`src/rtl/mem_arb_pkg.sv`:
```
// Shared definitions for the unified-memory port arbiter.
//   SIZE_BYTE / SIZE_HALF / SIZE_WORD : access size codes carried on ls_size / mem_size
//   state_t                           : arbiter FSM states (IDLE, BUSY)
//   owner_t                           : which requester owns the in-flight transaction
package mem_arb_pkg;

    localparam logic [1:0] SIZE_BYTE = 2'd0;
    localparam logic [1:0] SIZE_HALF = 2'd1;
    localparam logic [1:0] SIZE_WORD = 2'd2;

    typedef enum logic {
        IDLE = 1'b0,
        BUSY = 1'b1
    } state_t;

    typedef enum logic {
        OWNER_IF = 1'b0,
        OWNER_LS = 1'b1
    } owner_t;

endpackage

```
`src/rtl/arb_perf_counters.sv`:
```
// Wrapping performance counters for the memory port arbiter.
// Only instantiated when ARB_PERF_CNT_EN is defined.
// Ports:
//   clk, rst          : clock, asynchronous active-high reset
//   if_wait           : fetch is requesting but was not granted this cycle
//   ls_grant          : load/store grant this cycle
//   force_grant       : starvation-forced fetch grant this cycle
//   perf_if_wait_cnt  : count of if_wait cycles
//   perf_ls_cnt       : count of LS grants
//   perf_force_cnt    : count of forced fetch grants
module arb_perf_counters #(
    parameter int CNT_W = 32
) (
    input  logic             clk,
    input  logic             rst,
    input  logic             if_wait,
    input  logic             ls_grant,
    input  logic             force_grant,
    output logic [CNT_W-1:0] perf_if_wait_cnt,
    output logic [CNT_W-1:0] perf_ls_cnt,
    output logic [CNT_W-1:0] perf_force_cnt
);

    localparam logic [CNT_W-1:0] ONE_C = CNT_W'(1);

    // Event counters; they wrap naturally on overflow.
    always_ff @(posedge clk or posedge rst) begin
        if (rst) begin
            perf_if_wait_cnt <= '0;
            perf_ls_cnt      <= '0;
            perf_force_cnt   <= '0;
        end else begin
            if (if_wait)     perf_if_wait_cnt <= perf_if_wait_cnt + ONE_C;
            if (ls_grant)    perf_ls_cnt      <= perf_ls_cnt + ONE_C;
            if (force_grant) perf_force_cnt   <= perf_force_cnt + ONE_C;
        end
    end

endmodule

```
`src/rtl/mem_port_arbiter.sv`:
```
// Arbitrates one single-ported unified memory between instruction fetch and the
// load/store unit. Load/store has default priority; a starvation counter forces a
// fetch through after STARVE_LIMIT consecutive LS grants. Fetch responses that see
// a flush between grant and completion are discarded. One transaction in flight.
// Optional feature macro: ARB_PERF_CNT_EN adds perf_if_wait_cnt, perf_ls_cnt and
// perf_force_cnt outputs (CNT_W bits each).
// Ports:
//   clk, rst                         : clock, asynchronous active-high reset
//   if_req/if_addr -> if_gnt         : fetch request / accept pulse (combinational)
//   if_rvalid/if_rdata               : fetch response (registered)
//   ls_req/ls_we/ls_size/ls_addr/ls_wdata -> ls_gnt : load/store request / accept
//   ls_rvalid/ls_rdata               : load data or store completion (rdata 0 for stores)
//   flush                            : PC redirect, kills pending and in-flight fetch results
//   mem_valid/we/size/addr/wdata     : registered memory request
//   mem_ready/mem_rdata              : memory handshake and read data
module mem_port_arbiter
    import mem_arb_pkg::*;
#(
    parameter int STARVE_LIMIT = 4,
    parameter int CNT_W        = 32
) (
    input  logic             clk,
    input  logic             rst,
    input  logic             if_req,
    input  logic [31:0]      if_addr,
    output logic             if_gnt,
    output logic             if_rvalid,
    output logic [31:0]      if_rdata,
    input  logic             ls_req,
    input  logic             ls_we,
    input  logic [1:0]       ls_size,
    input  logic [31:0]      ls_addr,
    input  logic [31:0]      ls_wdata,
    output logic             ls_gnt,
    output logic             ls_rvalid,
    output logic [31:0]      ls_rdata,
    input  logic             flush,
    output logic             mem_valid,
    output logic             mem_we,
    output logic [1:0]       mem_size,
    output logic [31:0]      mem_addr,
    output logic [31:0]      mem_wdata,
    input  logic             mem_ready,
`ifdef ARB_PERF_CNT_EN
    input  logic [31:0]      mem_rdata,
    output logic [CNT_W-1:0] perf_if_wait_cnt,
    output logic [CNT_W-1:0] perf_ls_cnt,
    output logic [CNT_W-1:0] perf_force_cnt
`else
    input  logic [31:0]      mem_rdata
`endif
);

    localparam int SC_W = (STARVE_LIMIT < 1) ? 1 : $clog2(STARVE_LIMIT + 1);
    localparam logic [SC_W-1:0] LIMIT_C = SC_W'(STARVE_LIMIT);

    state_t          state_r;
    state_t          state_next_s;
    owner_t          owner_r;
    logic            drop_r;
    logic [SC_W-1:0] starve_cnt_r;
    logic            free_s;
    logic            force_s;
    logic            if_win_s;
    logic            ls_win_s;
    logic            complete_s;
    logic            if_rvalid_r;
    logic            ls_rvalid_r;
    logic [31:0]     if_rdata_r;
    logic [31:0]     ls_rdata_r;

    // Arbitration, grant pulses and next-state decode.
    always_comb begin
        free_s       = 1'b0;
        force_s      = 1'b0;
        if_win_s     = 1'b0;
        ls_win_s     = 1'b0;
        state_next_s = state_r;
        complete_s   = 1'b0;

        case (state_r)
            IDLE:    free_s = 1'b1;
            BUSY:    free_s = mem_ready;
            default: free_s = 1'b0;
        endcase
        complete_s = (state_r == BUSY) && mem_ready;

        // A zero limit disables forcing entirely.
        force_s = (STARVE_LIMIT != 0) && if_req && (starve_cnt_r == LIMIT_C);

        // Fetch is never granted while a redirect is being signalled.
        if (force_s && !flush) begin
            if_win_s = 1'b1;
        end else if (ls_req) begin
            ls_win_s = 1'b1;
        end else if (if_req && !flush) begin
            if_win_s = 1'b1;
        end else begin
            if_win_s = 1'b0;
            ls_win_s = 1'b0;
        end

        if (free_s) begin
            state_next_s = (if_win_s || ls_win_s) ? BUSY : IDLE;
        end else begin
            state_next_s = state_r;
        end
    end

    // Grants are held low while reset is asserted so every output reads zero.
    assign if_gnt    = free_s && if_win_s && !rst;
    assign ls_gnt    = free_s && ls_win_s && !rst;
    assign if_rvalid = if_rvalid_r;
    assign if_rdata  = if_rdata_r;
    assign ls_rvalid = ls_rvalid_r;
    assign ls_rdata  = ls_rdata_r;

    // FSM state register.
    always_ff @(posedge clk or posedge rst) begin
        if (rst) state_r <= IDLE;
        else     state_r <= state_next_s;
    end

    // Starvation counter: counts LS grants that bypass a waiting fetch, saturating.
    always_ff @(posedge clk or posedge rst) begin
        if (rst) begin
            starve_cnt_r <= '0;
        end else if (!if_req || if_gnt) begin
            starve_cnt_r <= '0;
        end else if (ls_gnt && (starve_cnt_r != LIMIT_C)) begin
            starve_cnt_r <= starve_cnt_r + SC_W'(1);
        end
    end

    // Memory request register: loaded from the winner in each free cycle.
    always_ff @(posedge clk or posedge rst) begin
        if (rst) begin
            mem_valid <= 1'b0;
            mem_we    <= 1'b0;
            mem_size  <= 2'd0;
            mem_addr  <= 32'd0;
            mem_wdata <= 32'd0;
            owner_r   <= OWNER_IF;
        end else if (free_s) begin
            if (if_win_s) begin
                mem_valid <= 1'b1;
                mem_we    <= 1'b0;
                mem_size  <= SIZE_WORD;
                mem_addr  <= if_addr;
                mem_wdata <= 32'd0;
                owner_r   <= OWNER_IF;
            end else if (ls_win_s) begin
                mem_valid <= 1'b1;
                mem_we    <= ls_we;
                mem_size  <= ls_size;
                mem_addr  <= ls_addr;
                mem_wdata <= ls_wdata;
                owner_r   <= OWNER_LS;
            end else begin
                mem_valid <= 1'b0;
            end
        end
    end

    // Sticky drop flag: remembers a flush seen while a fetch is waiting on memory.
    always_ff @(posedge clk or posedge rst) begin
        if (rst) begin
            drop_r <= 1'b0;
        end else if (free_s) begin
            drop_r <= 1'b0;
        end else if ((state_r == BUSY) && (owner_r == OWNER_IF)) begin
            drop_r <= drop_r | flush;
        end
    end

    // Response registers, routed by the owner tag of the completing transaction.
    always_ff @(posedge clk or posedge rst) begin
        if (rst) begin
            if_rvalid_r <= 1'b0;
            ls_rvalid_r <= 1'b0;
            if_rdata_r  <= 32'd0;
            ls_rdata_r  <= 32'd0;
        end else begin
            if_rvalid_r <= complete_s && (owner_r == OWNER_IF) && !(drop_r || flush);
            ls_rvalid_r <= complete_s && (owner_r == OWNER_LS);
            if (complete_s && (owner_r == OWNER_IF)) begin
                if_rdata_r <= mem_rdata;
            end
            if (complete_s && (owner_r == OWNER_LS)) begin
                ls_rdata_r <= mem_we ? 32'd0 : mem_rdata;
            end
        end
    end

`ifdef ARB_PERF_CNT_EN
    arb_perf_counters #(
        .CNT_W(CNT_W)
    ) u_perf (
        .clk              (clk),
        .rst              (rst),
        .if_wait          (if_req && !if_gnt),
        .ls_grant         (ls_gnt),
        .force_grant      (if_gnt && force_s),
        .perf_if_wait_cnt (perf_if_wait_cnt),
        .perf_ls_cnt      (perf_ls_cnt),
        .perf_force_cnt   (perf_force_cnt)
    );
`endif

endmodule

```
`config.mk`:
```
export PLATFORM = sky130hd
export DESIGN_NAME = mem_port_arbiter
export DESIGN_NICKNAME = d
export VERILOG_FILES = /design/src/rtl/mem_arb_pkg.sv /design/src/rtl/arb_perf_counters.sv /design/src/rtl/mem_port_arbiter.sv
export SDC_FILE = /design/constraint.sdc
export NUM_CORES = 1
export LEC_CHECK = 0
export ABC_AREA = 1
export BUFFER_PORTS_ARGS = -buffer_cell sky130_fd_sc_hd__buf_4
export CAP_MARGIN = 5
export CELL_PAD_IN_SITES_DETAIL_PLACEMENT = 2
export CELL_PAD_IN_SITES_GLOBAL_PLACEMENT = 2
export CORE_MARGIN = 3
export CORE_UTILIZATION = 28
export CTS_CLUSTER_DIAMETER = 60
export DETAILED_ROUTE_END_ITERATION = 8
export HOLD_SLACK_MARGIN = 0.12
export PLACE_DENSITY_LB_ADDON = 0.1
export SYNTH_ARGS = -nofsm -noshare
export SYNTH_HDL_FRONTEND = slang
export SYNTH_SLANG_ARGS = --single-unit
```
`constraint.sdc`:
```
create_clock -name clk -period 5.8 [get_ports clk]
set_input_delay 0.29 -clock clk [delete_from_list [all_inputs] [get_ports clk]]
set_output_delay 0.29 -clock clk [all_outputs]
set_load 0.02 [all_outputs]
```
Yosys cells after proc, flatten, opt, wreduce, memory -nomap -nowiden
Index checks and enable logic that the tools add are counted.

Register bits after elaboration: 140. Word-level logic and storage cells: 67. Input port bits: 137. Output and inout bits: 136.

$add $sub $neg: 1. Bitwise gates (word level): 3. Reductions and logical operators: 24. Equal/unequal tests: 2. Muxes and demuxes: 24.

Operator list (number): $mux 32 (5); $mux 1 (14); $logic_and 1x1->1 (13); $mux 3 (2); $reduce_bool 2->1 (3); $logic_not 1->1 (4); $mux 2 (2); $add 3x1->3 const B (1); $eq 3x3->1 const B (1); $logic_or 1x1->1 (3); $ne 3x3->1 const B (1); $not 1->1 (2); $pmux 1 s2 (1); $reduce_and 2->1 (1); $or 1x1->1 (1).

Logic depth before layout (Yosys ltp)
Gate-level depths: netlist of the first run.

Word-level depth: 9. Mapped depth: 12. Depth with buffers taken out: 10.

Worst setup path before layout of the first run
OpenSTA, ideal clock, no wires.

Kind: input port to flip-flop. From: input rst. To: register starve_cnt_r[1]. Setup slack: 1.724 ns. Setup time: 0.123 ns. Stages on the path: 4. Arrival: 3.953 ns. Data required time: 5.677 ns. Buffers on the path: 0. Cells stage by stage: inv_1 > nand4_1 > nor2_1 > nor2_1.

Longest elaborated chain between the ends: 4. Elaborated cells between the ends (all ways): 7. Classes of those cells: mux: 1; reduce/logical: 6.

Ends and longest elaborated chain: start, declared (RTL line mem_port_arbiter.sv:23) `input logic rst,`; $logic_not 1->1 (no source line) *; $logic_and 1x1->1, on equally long branches (RTL line mem_port_arbiter.sv:111, mem_port_arbiter.sv:112); $logic_or 1x1->1 or $logic_and 1x1->1 (tied branches) (RTL line mem_port_arbiter.sv:128, mem_port_arbiter.sv:130); $mux 3 or $reduce_bool 2->1 (tied branches); end signal, assigned (RTL line mem_port_arbiter.sv:131) `starve_cnt_r <= starve_cnt_r + SC_W'(1);`; end, declared (RTL line mem_port_arbiter.sv:61) `logic [SC_W-1:0] starve_cnt_r;`.

Every way passes the cells marked *; elsewhere a longest branch is shown, timed or not. A chain may end at the register's enable or synchronous reset.

Worst setup path after layout of the first run
From: register starve_cnt_r[0]. To: register mem_wdata[11].

Longest elaborated chain between the ends: 6. Elaborated cells between the ends (all ways): 8. Classes of those cells: eq/ne: 1; mux: 3; reduce/logical: 4.

Ends and longest elaborated chain: $eq 3x3->1 * (RTL line mem_port_arbiter.sv:89) `force_s = (STARVE_LIMIT != 0) && if_req && (starve_cnt_r == LIMIT_C);`; $logic_and 1x1->1 * (RTL line mem_port_arbiter.sv:89); $logic_and 1x1->1 * (RTL line mem_port_arbiter.sv:92) `if (force_s && !flush) begin`; $mux 1 (RTL line mem_port_arbiter.sv:92); $reduce_bool 2->1 (no source line); $reduce_and 2->1 (no source line); end signal, assigned (RTL line mem_port_arbiter.sv:157) `mem_wdata <= ls_wdata;`; end, declared (RTL line mem_port_arbiter.sv:42) `output logic [31:0] mem_wdata,`.

Marks and branches as above.

==> summary.md, run 1 <==
| Metric | Value |
|---|---|
| Outcome | finished clean |
| Startpoint type of the worst setup path | flop |
| RSZ-0062 raised after global routing | no |
| Relative contribution of sequential cells to total power | 0.368 |
| Worst Setup Path Type | flop to flop |
| Net count after synthesis | 752 |
| Starting density of the core | 0.287 |
| Final hold violations | 0 |
| Area of the core region | 0.0204 mm^2 |
| Max Root-Sink Buffers | 2 |
| Peak per-stage delay on the critical path | 0.93 ns |
| Layout fillers | 2174 |
| FF-to-FF Start | starve_cnt_r[0]$_DFFE_PP0P_ |
| TritonCTS clock tree | built |
| Setup violators final | 0 |
| Row cnt | 52 |
| Deepest level of the CTS H-tree | 4 |
| Mean routed wirelength per cell | 17.9 um |
| PortBufs | 272 |
| Worst path bufs/invs | 3 |
| Post-Synthesis Cells | 613 |
| Hold WS | 0.133 ns |
| Number of flops mapped to enable cells by yosys | 0 |
| GRT overflow | 0 |
| Total CTS buffers | 17 |
| Post-synthesis cell type count | 26 |
| Required arrival time at the worst endpoint | 6.14 ns |
| Global-route wire length before repair | 34.0 mm |
| Max VDD drop | 0.200 mV |
| Slowest stage cell, crit path | inv_2 |
| Layout cell share with drive strength beyond 1 | 0.371 |
| Crit-path max FO | 66 |
| Top_reg_cell synth | dfrtp_1 |
| Area of all sequential standard cells | 0.00348 mm^2 |
| Drt first pass iters | 4 |
| Power density over the cells | 393 mW/mm^2 |
| First DRT Iteration DRCs | 101 |
| Worst-Skew Late Latency | 0.42 ns |
| Post-synthesis async set-or-reset flop share | 1.00 |
| Share of power burned in the clock network | 0.303 |
| Switching component of the power | 1.27 mW |
| Sequential fraction of the synthesis area | 0.594 |
| Register-to-Register Path Depth | 10 |
| Hold Buf Count CTS | 69 |
| Maximum frequency from static timing analysis | 378 MHz |
| Slew at the pin closest to its max-slew limit | 1.18 ns |
| Per-cell via count in the routed design | 4.53 |
| Global Route Usage Sum | 0.192 |
| HP Class | input pin to flop |
| Cell family contributing the most delay on the critical path | buffers and inverters |
| Post-layout min period | 2.64 ns |
| Relative contribution of combinational cells to total power | 0.330 |
| Number of warning messages in the yosys log | 0 |
| Leakage power | 4.94 nW |
| Area of combinational cells with multiple inputs | 0.00191 mm^2 |
| Number of vias after detailed routing | 5554 |
| Post-CTS Resized | 0 |
| Worst reg-to-reg setup slack | 3.16 ns |
| Residual DRC count | 0 |
| Setup fix buffers added after clock tree synthesis | 0 |
| Count of nets left with antenna violations after detail routing | 0 |
| Syn avg cell area | 9.55 um^2 |
| Setup TNS after final layout | 0 ns |
| Post-layout nets | 1083 |
| Top-area cell type share of the netlist area | 0.594 |
| Hold_sp | if_addr[6] |
| TritonCTS Sinks | 139 |
| Signed area change from the synthesized netlist to the final layout | 60.1% |
| DIE AREA | 0.0227 mm^2 |
| Hold endpoint | mem_addr[6]$_DFFE_PP0P_ |
| Arr. time, crit path | 2.98 ns |
| Fraction of power spent switching nets | 0.344 |
| Nature of the critical path endpoint | flop |
| Internal cell power | 2.42 mW |
| Final estimated routing congestion in global placement | 0.758 |
| Floorplan die height | 151 um |
| Die boundary width | 151 um |
| Number of pins exceeding their max-slew limit in the final report | 0 |
| Maxcap violations | 0 |
| Final Total Pwr | 3.68 mW |
| Crit Reg-Reg Endpoint | mem_wdata[11]$_DFFE_PP0P_ |
| Top cell type by total area after synthesis | dfrtp_1 |
| Synthesized flop and latch total | 139 |
| Worst-path cell chain | inv_1 > ha_1 > nand2_2 > inv_2 > nand2_2 > nand2_4 > nand2_4 > inv_2 > nand2_1 > nand2_1 |
| Most area-consuming cells after synthesis | dfrtp_1 (59%), nand2_1 (13%), mux2_2 (6.2%), inv_1 (4.6%), o211ai_1 (4.1%) |
| Buffer type at the clock tree root | clkbuf_16 |
| Top Ports | 273 |
| Relative slew slack | 0.211 |
| Hold path cells | 3 |
| Antenna violations before repair | 1 |
| Detailed-placement wirelength estimate | 14.5 mm |
| Most used standard cell by instance count after synthesis | nand2_1 |
| Final critical-path share of the clock period | 0.456 |
| Most common library cells after synthesis | nand2_1 (205), dfrtp_1 (139), inv_1 (72), o21ai_0 (34), nand3_1 (33) |
| Largest net degree at the start of global routing | 72 |
| Drt total wl | 21.9 mm |
| CTS clk-pin slew, worst paths | 0.07 ns |
| Summed instance area of the synthesized netlist | 0.00585 mm^2 |
| Skew final | 0.00915 ns |
| Number of global-route vias before repair | 6368 |
==> state kept, by name, summed over array words and instances (netlist names), 2 cells and up <==
register,flops
if_rdata,32
ls_rdata,32
mem_addr,32
mem_size,2
mem_wdata,32
starve_cnt_r,3
==> per-stage QoR <==
| stage | cells | utilization | cell area, um^2 | setup WS, ns |
|---|---|---|---|---|
| 6_report | 1227 | 0.460 | 9370 | 3.16 |
| 3_5_place_dp | 1126 | 0.397 | 8080 | 3.12 |
| 4_1_cts | 1226 | 0.460 | 9370 | 3.09 |
| 2_1_floorplan | 613 | - | 5850 | 1.72 |
| 3_3_place_gp | 1126 | 0.397 | 8080 | 3.34 |
| 5_1_grt | 1227 | 0.460 | 9370 | 2.83 |
==> final cells by class <==
cell class | count | area share
antenna | 1 | 0.000267
clock buffer | 18 | 0.0458
clock inverter | 13 | 0.0180
inverter | 77 | 0.0314
multi-input combinational | 365 | 0.204
sequential | 139 | 0.371
tap | 270 | 0.0360
timing repair buffer | 344 | 0.294
==> worst max path at each step <==
stage,from,end,cells after the start
after CTS,starve_cnt_r[0]$_DFFE_PP0P_,mem_addr[1]$_DFFE_PP0P_,10
after global placement,starve_cnt_r[0]$_DFFE_PP0P_,mem_addr[19]$_DFFE_PP0P_,10
final,starve_cnt_r[0]$_DFFE_PP0P_,mem_wdata[11]$_DFFE_PP0P_,10
after global routing,starve_cnt_r[0]$_DFFE_PP0P_,mem_wdata[11]$_DFFE_PP0P_,10
after floorplan,rst,starve_cnt_r[1]$_DFFE_PP0P_,4
after detailed placement,starve_cnt_r[0]$_DFFE_PP0P_,mem_wdata[12]$_DFFE_PP0P_,10
==> kinds of logic (layout without fill, tap and decap cells) <==
kind of cell / count (synthesis) / count (layout) / share of synthesized area
xor gates and xnor gates: 1 / 1 / 0.00150
adders and majority gates: 2 / 2 / 0.00427
and+or+nand+nor: 261 / 261 / 0.183
muxes: 32 / 32 / 0.0616
other: 0 / 1 / 0
DFF: 139 / 139 / 0.594
AOI/OAI and AO/OA: 69 / 69 / 0.0737
buffers and inverters: 109 / 452 / 0.0821
==> cells in the final DEF, fill, tap and decap left out, drive strengths merged, types with 3 or more instances in the layout <==
cell type      n
buf          275
bufinv         3
clkbuf        18
clkinv         8
dfrtp        139
dlygate4sd3   69
inv           79
mux2          32
nand2        211
nand3         34
nor2          12
o211ai        32
o21ai         34
==> power groups by stage <==
| stage | registers [mW] | logic (mW) | clock network (mW) |
|---|---|---|---|
| global route | 1.39 | 1.31 | 1.19 |
| finish | 1.36 | 1.21 | 1.11 |
| global placement | 1.35 | 1.15 | 0 |
| detailed placement | 1.37 | 1.18 | 0 |
| floorplan | 1.64 | 0.309 | 0 |
| CTS | 1.36 | 1.23 | 1.14 |
==> metal layers <==
layer	track usage	vias up	part of all wire
met1	0.216	2745	0.39
met3	0.0713	26	0.078
met2	0.336	190	0.50
met5	0	-	0
met4	0.0639	0	0.023
li1	-	2593	-
==> worst reg2reg max path, stage by stage, from the launching register on <==
cell	delay [ns]
dfrtp_1	0.40
inv_1	0.09
ha_1	0.16
nand2_2	0.10
inv_2	0.08
nand2_2	0.08
nand2_4	0.11
nand2_4	0.25
inv_2	0.93
nand2_1	0.20
nand2_1	0.18
Power figures use the tool's default switching activity.
==> run 2: changes to the inputs <==
--- a/config.mk
+++ b/config.mk
@@ -5,13 +5,13 @@
 export SDC_FILE = /design/constraint.sdc
 export NUM_CORES = 1
 export LEC_CHECK = 0
-export ABC_AREA = 1
+export ABC_AREA = 0
 export BUFFER_PORTS_ARGS = -buffer_cell sky130_fd_sc_hd__buf_4
 export CAP_MARGIN = 5
 export CELL_PAD_IN_SITES_DETAIL_PLACEMENT = 2
 export CELL_PAD_IN_SITES_GLOBAL_PLACEMENT = 2
 export CORE_MARGIN = 3
-export CORE_UTILIZATION = 28
+export CORE_UTILIZATION = 24
 export CTS_CLUSTER_DIAMETER = 60
 export DETAILED_ROUTE_END_ITERATION = 8
 export HOLD_SLACK_MARGIN = 0.12
==> constraint.sdc (replaced) <==
create_clock -name clk -period 2.4 [get_ports clk]
set_input_delay 0.12 -clock clk [delete_from_list [all_inputs] [get_ports clk]]
set_output_delay 0.12 -clock clk [all_outputs]
set_load 0.02 [all_outputs]
==> run 2 against run 1 <==
Against the previous run: setup slack worse by 3.0 ns; synthesized area down 4.2%; cell area up 6.4%; non-clock buffer count up 79; global-route usage down 0.71 points; clock skew up 0.0047 ns; clock power up 140%; combinational power up 150%; routed wire length up 8.6%; critical path type is now input pin to flop.
==> summary.md, run 2 <==
| Metric | Value |
|---|---|
| Setup TNS after final layout | 0 ns (unchanged) |
| Synthesized flop and latch total | 139 (unchanged) |
| Total CTS buffers | 17 (unchanged) |
| Commonest non-fill, non-tap cells in the layout | buf_4 (285), dfrtp_1 (139), dlygate4sd3_1 (135) (was buf_4 (275), nand2_1 (204), dfrtp_1 (139)) |
| Power density over the cells | 894 mW/mm^2 (was 393 mW/mm^2) |
| Relative slew slack | 0.280 (was 0.211) |
| Maximum frequency from static timing analysis | 446 MHz |
| Number of global-route vias before repair | 6388 (was 6368) |
| Post-Synthesis Cells | 504 (was 613) |
| Summed instance area of the synthesized netlist | 0.00561 mm^2 (was 0.00585 mm^2) |
| Most common library cells after synthesis | dfrtp_1 (139), a21oi_1 (67), nand2_1 (66), nor2_1 (37) (was nand2_1 (205), dfrtp_1 (139), inv_1 (72), o21ai_0 (34), nand3_1 (33)) |
| Final Total Pwr | 8.92 mW (was 3.68 mW) |
| Floorplan die height | 159 um (was 151 um) |
| Top_reg_cell synth | dfrtp_1 (unchanged) |
| Max Root-Sink Buffers | 2 (unchanged) |
| Max VDD drop | 0.449 mV (was 0.200 mV) |
| Slew at the pin closest to its max-slew limit | 1.08 ns (was 1.18 ns) |
| Row cnt | 55 (was 52) |
| Deepest level of the CTS H-tree | 4 (unchanged) |
| Setup fix buffers added after clock tree synthesis | 0 (unchanged) |
| Drt first pass iters | 4 (unchanged) |
| Top Ports | 273 (unchanged) |
| Antenna violations before repair | 0 (was 1) |
| Largest net degree at the start of global routing | 83 (was 72) |
| Starting density of the core | 0.246 (was 0.287) |
| Most common cell after layout, fill and taps aside | buf_4 (unchanged) |
| Final estimated routing congestion in global placement | 0.763 (was 0.758) |
| Die boundary width | 159 um (was 151 um) |
| Signed area change from the synthesized netlist to the final layout | 77.9% (was 60.1%) |
| PortBufs | 272 (unchanged) |
| Most used standard cell by instance count after synthesis | dfrtp_1 (was nand2_1) |
| Residual DRC count | 0 (unchanged) |
| Post-synthesis async set-or-reset flop share | 1.00 (unchanged) |
| Setup violators final | 0 (unchanged) |
| Final critical-path share of the clock period | 0.934 |
| Number of flops mapped to enable cells by yosys | 0 (unchanged) |
| Required arrival time at the worst endpoint | 2.76 ns (was 6.14 ns) |
| Layout cell share with drive strength beyond 1 | 0.390 (was 0.371) |
| Nature of the critical path endpoint | flop (unchanged) |
| Post-synthesis cell type count | 30 (was 26) |
| Maxcap violations | 0 (unchanged) |
| Outcome | finished clean (unchanged) |
| Mean routed wirelength per cell | 19.2 um (was 17.9 um) |
| Area of the core region | 0.0228 mm^2 (was 0.0204 mm^2) |
| Count of nets left with antenna violations after detail routing | 0 (unchanged) |
| Global Route Usage Sum | 0.185 (was 0.192) |
| Post-layout min period | 2.24 ns |
| CTS clk-pin slew, worst paths | 0.06 ns (was 0.07 ns) |
| Sequential fraction of the synthesis area | 0.620 (was 0.594) |
| Startpoint type of the worst setup path | input pin (was flop) |
| HP Class | input pin to async pin (was input pin to flop) |
| Final hold violations | 0 (unchanged) |
| Number of vias after detailed routing | 5536 (was 5554) |
| Global-route wire length before repair | 37.1 mm (was 34.0 mm) |
| First DRT Iteration DRCs | 155 (was 101) |
| RSZ-0062 raised after global routing | no (unchanged) |
| Syn avg cell area | 11.1 um^2 (was 9.55 um^2) |
| Post-layout nets | 1051 (was 1083) |
| Net count after synthesis | 643 (was 752) |
| GRT overflow | 0 (unchanged) |
| Worst Setup Path Type | input pin to flop (was flop to flop) |
| Leakage power | 4.79 nW (was 4.94 nW) |
| TritonCTS Sinks | 139 (unchanged) |
| Skew final | 0.0138 ns (was 0.00915 ns) |
| Per-cell via count in the routed design | 4.47 (was 4.53) |
| Number of warning messages in the yosys log | 0 (unchanged) |
| Buffer type at the clock tree root | clkbuf_16 (unchanged) |
| Drt total wl | 23.8 mm (was 21.9 mm) |
| Number of pins exceeding their max-slew limit in the final report | 0 (unchanged) |
| Detailed-placement wirelength estimate | 15.1 mm (was 14.5 mm) |
| Worst-Skew Late Latency | 0.42 ns (about the same) |
| TritonCTS clock tree | built (unchanged) |
| Top-area cell type share of the netlist area | 0.620 (was 0.594) |
| Crit-path max FO | 31 (was 66) |
| Top cell type by total area after synthesis | dfrtp_1 (unchanged) |
| Most area-consuming cells after synthesis | dfrtp_1 (62%), mux2_2 (6.4%), a21oi_1 (6.0%), a22o_1 (5.3%), nand2_1 (4.4%) (was dfrtp_1 (59%), nand2_1 (13%), mux2_2 (6.2%), inv_1 (4.6%), o211ai_1 (4.1%)) |
| Antenna diode count | 0 (was 1) |
| Hold WS | 0.212 ns (was 0.133 ns) |
| Arr. time, crit path | 2.60 ns (was 2.98 ns) |
| DIE AREA | 0.0252 mm^2 (was 0.0227 mm^2) |
run 2: changes by cell type after synthesis, sizes merged, moves of 5 or more:
cell,previous run,this run
nand2,211,66
inv,77,7
a21oi,1,68
a22o,0,34
nand2b,0,34
nand3,34,2
o211ai,32,0
nor2,12,37
clkbuf,5,10
run 2: report_power, final:
part	total (mW)	internal [mW]	leakage [nW]	switching, mW
clock network	2.67	1.56	0.282	1.11
logic	3.02	1.42	2.82	1.59
registers	3.23	2.90	1.69	0.330
total	8.92	5.88	4.79	3.04
run 2: kinds of logic after synthesis:
group | Yosys count | share of synthesized area
buffers and inverters | 42 | 0.0384
DFF | 139 | 0.620
and+or+nand+nor | 147 | 0.117
AOI/OAI and AO/OA | 140 | 0.153
muxes | 33 | 0.0660
adders and majority gates | 2 | 0.00446
xor gates and xnor gates | 1 | 0.00156
run 2: per-stage QoR:
stage	utilization	instances	area (um^2)	setup WS, ns
after global placement	0.352	1070	8020	0.543
after global routing	0.438	1238	9980	0.0295
after CTS	0.437	1237	9960	0.0136
after floorplan	-	504	5610	-0.552
final	0.438	1238	9980	0.159
after detailed placement	0.352	1070	8020	0.453
run 2: what timing repair did:
item,CTS,global route
gates resized for setup,0,4
hold buffers,135,0
setup endpoints to repair,0,16
endpoints found under the hold margin,193,0
run 2: final timing paths:
path	start	end	slack, ns	depth (start not counted)
max	flush	mem_addr[23]$_DFFE_PP0P_	0.16	8
min	rst	starve_cnt_r[0]$_DFFE_PP0P_	0.21	3
max reg2reg	starve_cnt_r[0]$_DFFE_PP0P_	mem_addr[27]$_DFFE_PP0P_	0.17	8
min reg2reg	drop_r$_DFFE_PP0P_	if_rvalid$_DFF_PP0_	0.44	1
max in group asynchronous	rst	ls_rvalid$_DFF_PP0_	0.88	4
min in group clk	mem_ready	ls_rdata[17]$_DFFE_PP0P_	0.22	3
run 2: layout make-up:
type / count / area [um^2]
flip-flops and latches: 139 / 3480
inverters: 7 / 30.0
fillers: 2335 / 12800
clock buffers: 19 / 433
clock inverters: 13 / 156
multi-input cells: 324 / 1950
repair buffers: 423 / 3540
well taps: 313 / 392
run 2: worst max-delay path, cell delays in order:
cell and delay, ns:
dlygate4sd3_1 0.55, buf_4 0.14, nor2b_2 0.08, o21ai_4 0.58, buf_12 0.28, a21oi_1 0.08
a21oi_1 0.18, dlygate4sd3_1 0.57
run 2: per-layer routing:
layer  routed length (um)  global-route usage  up-vias  share of wire
met4                  594              0.0676        0          0.025
met2                12400               0.325      183           0.52
met5                    0                   0        -              0
met1                 9510               0.219     2780           0.40
li1                     -                   -     2540              -
met3                 1240              0.0470       33          0.052
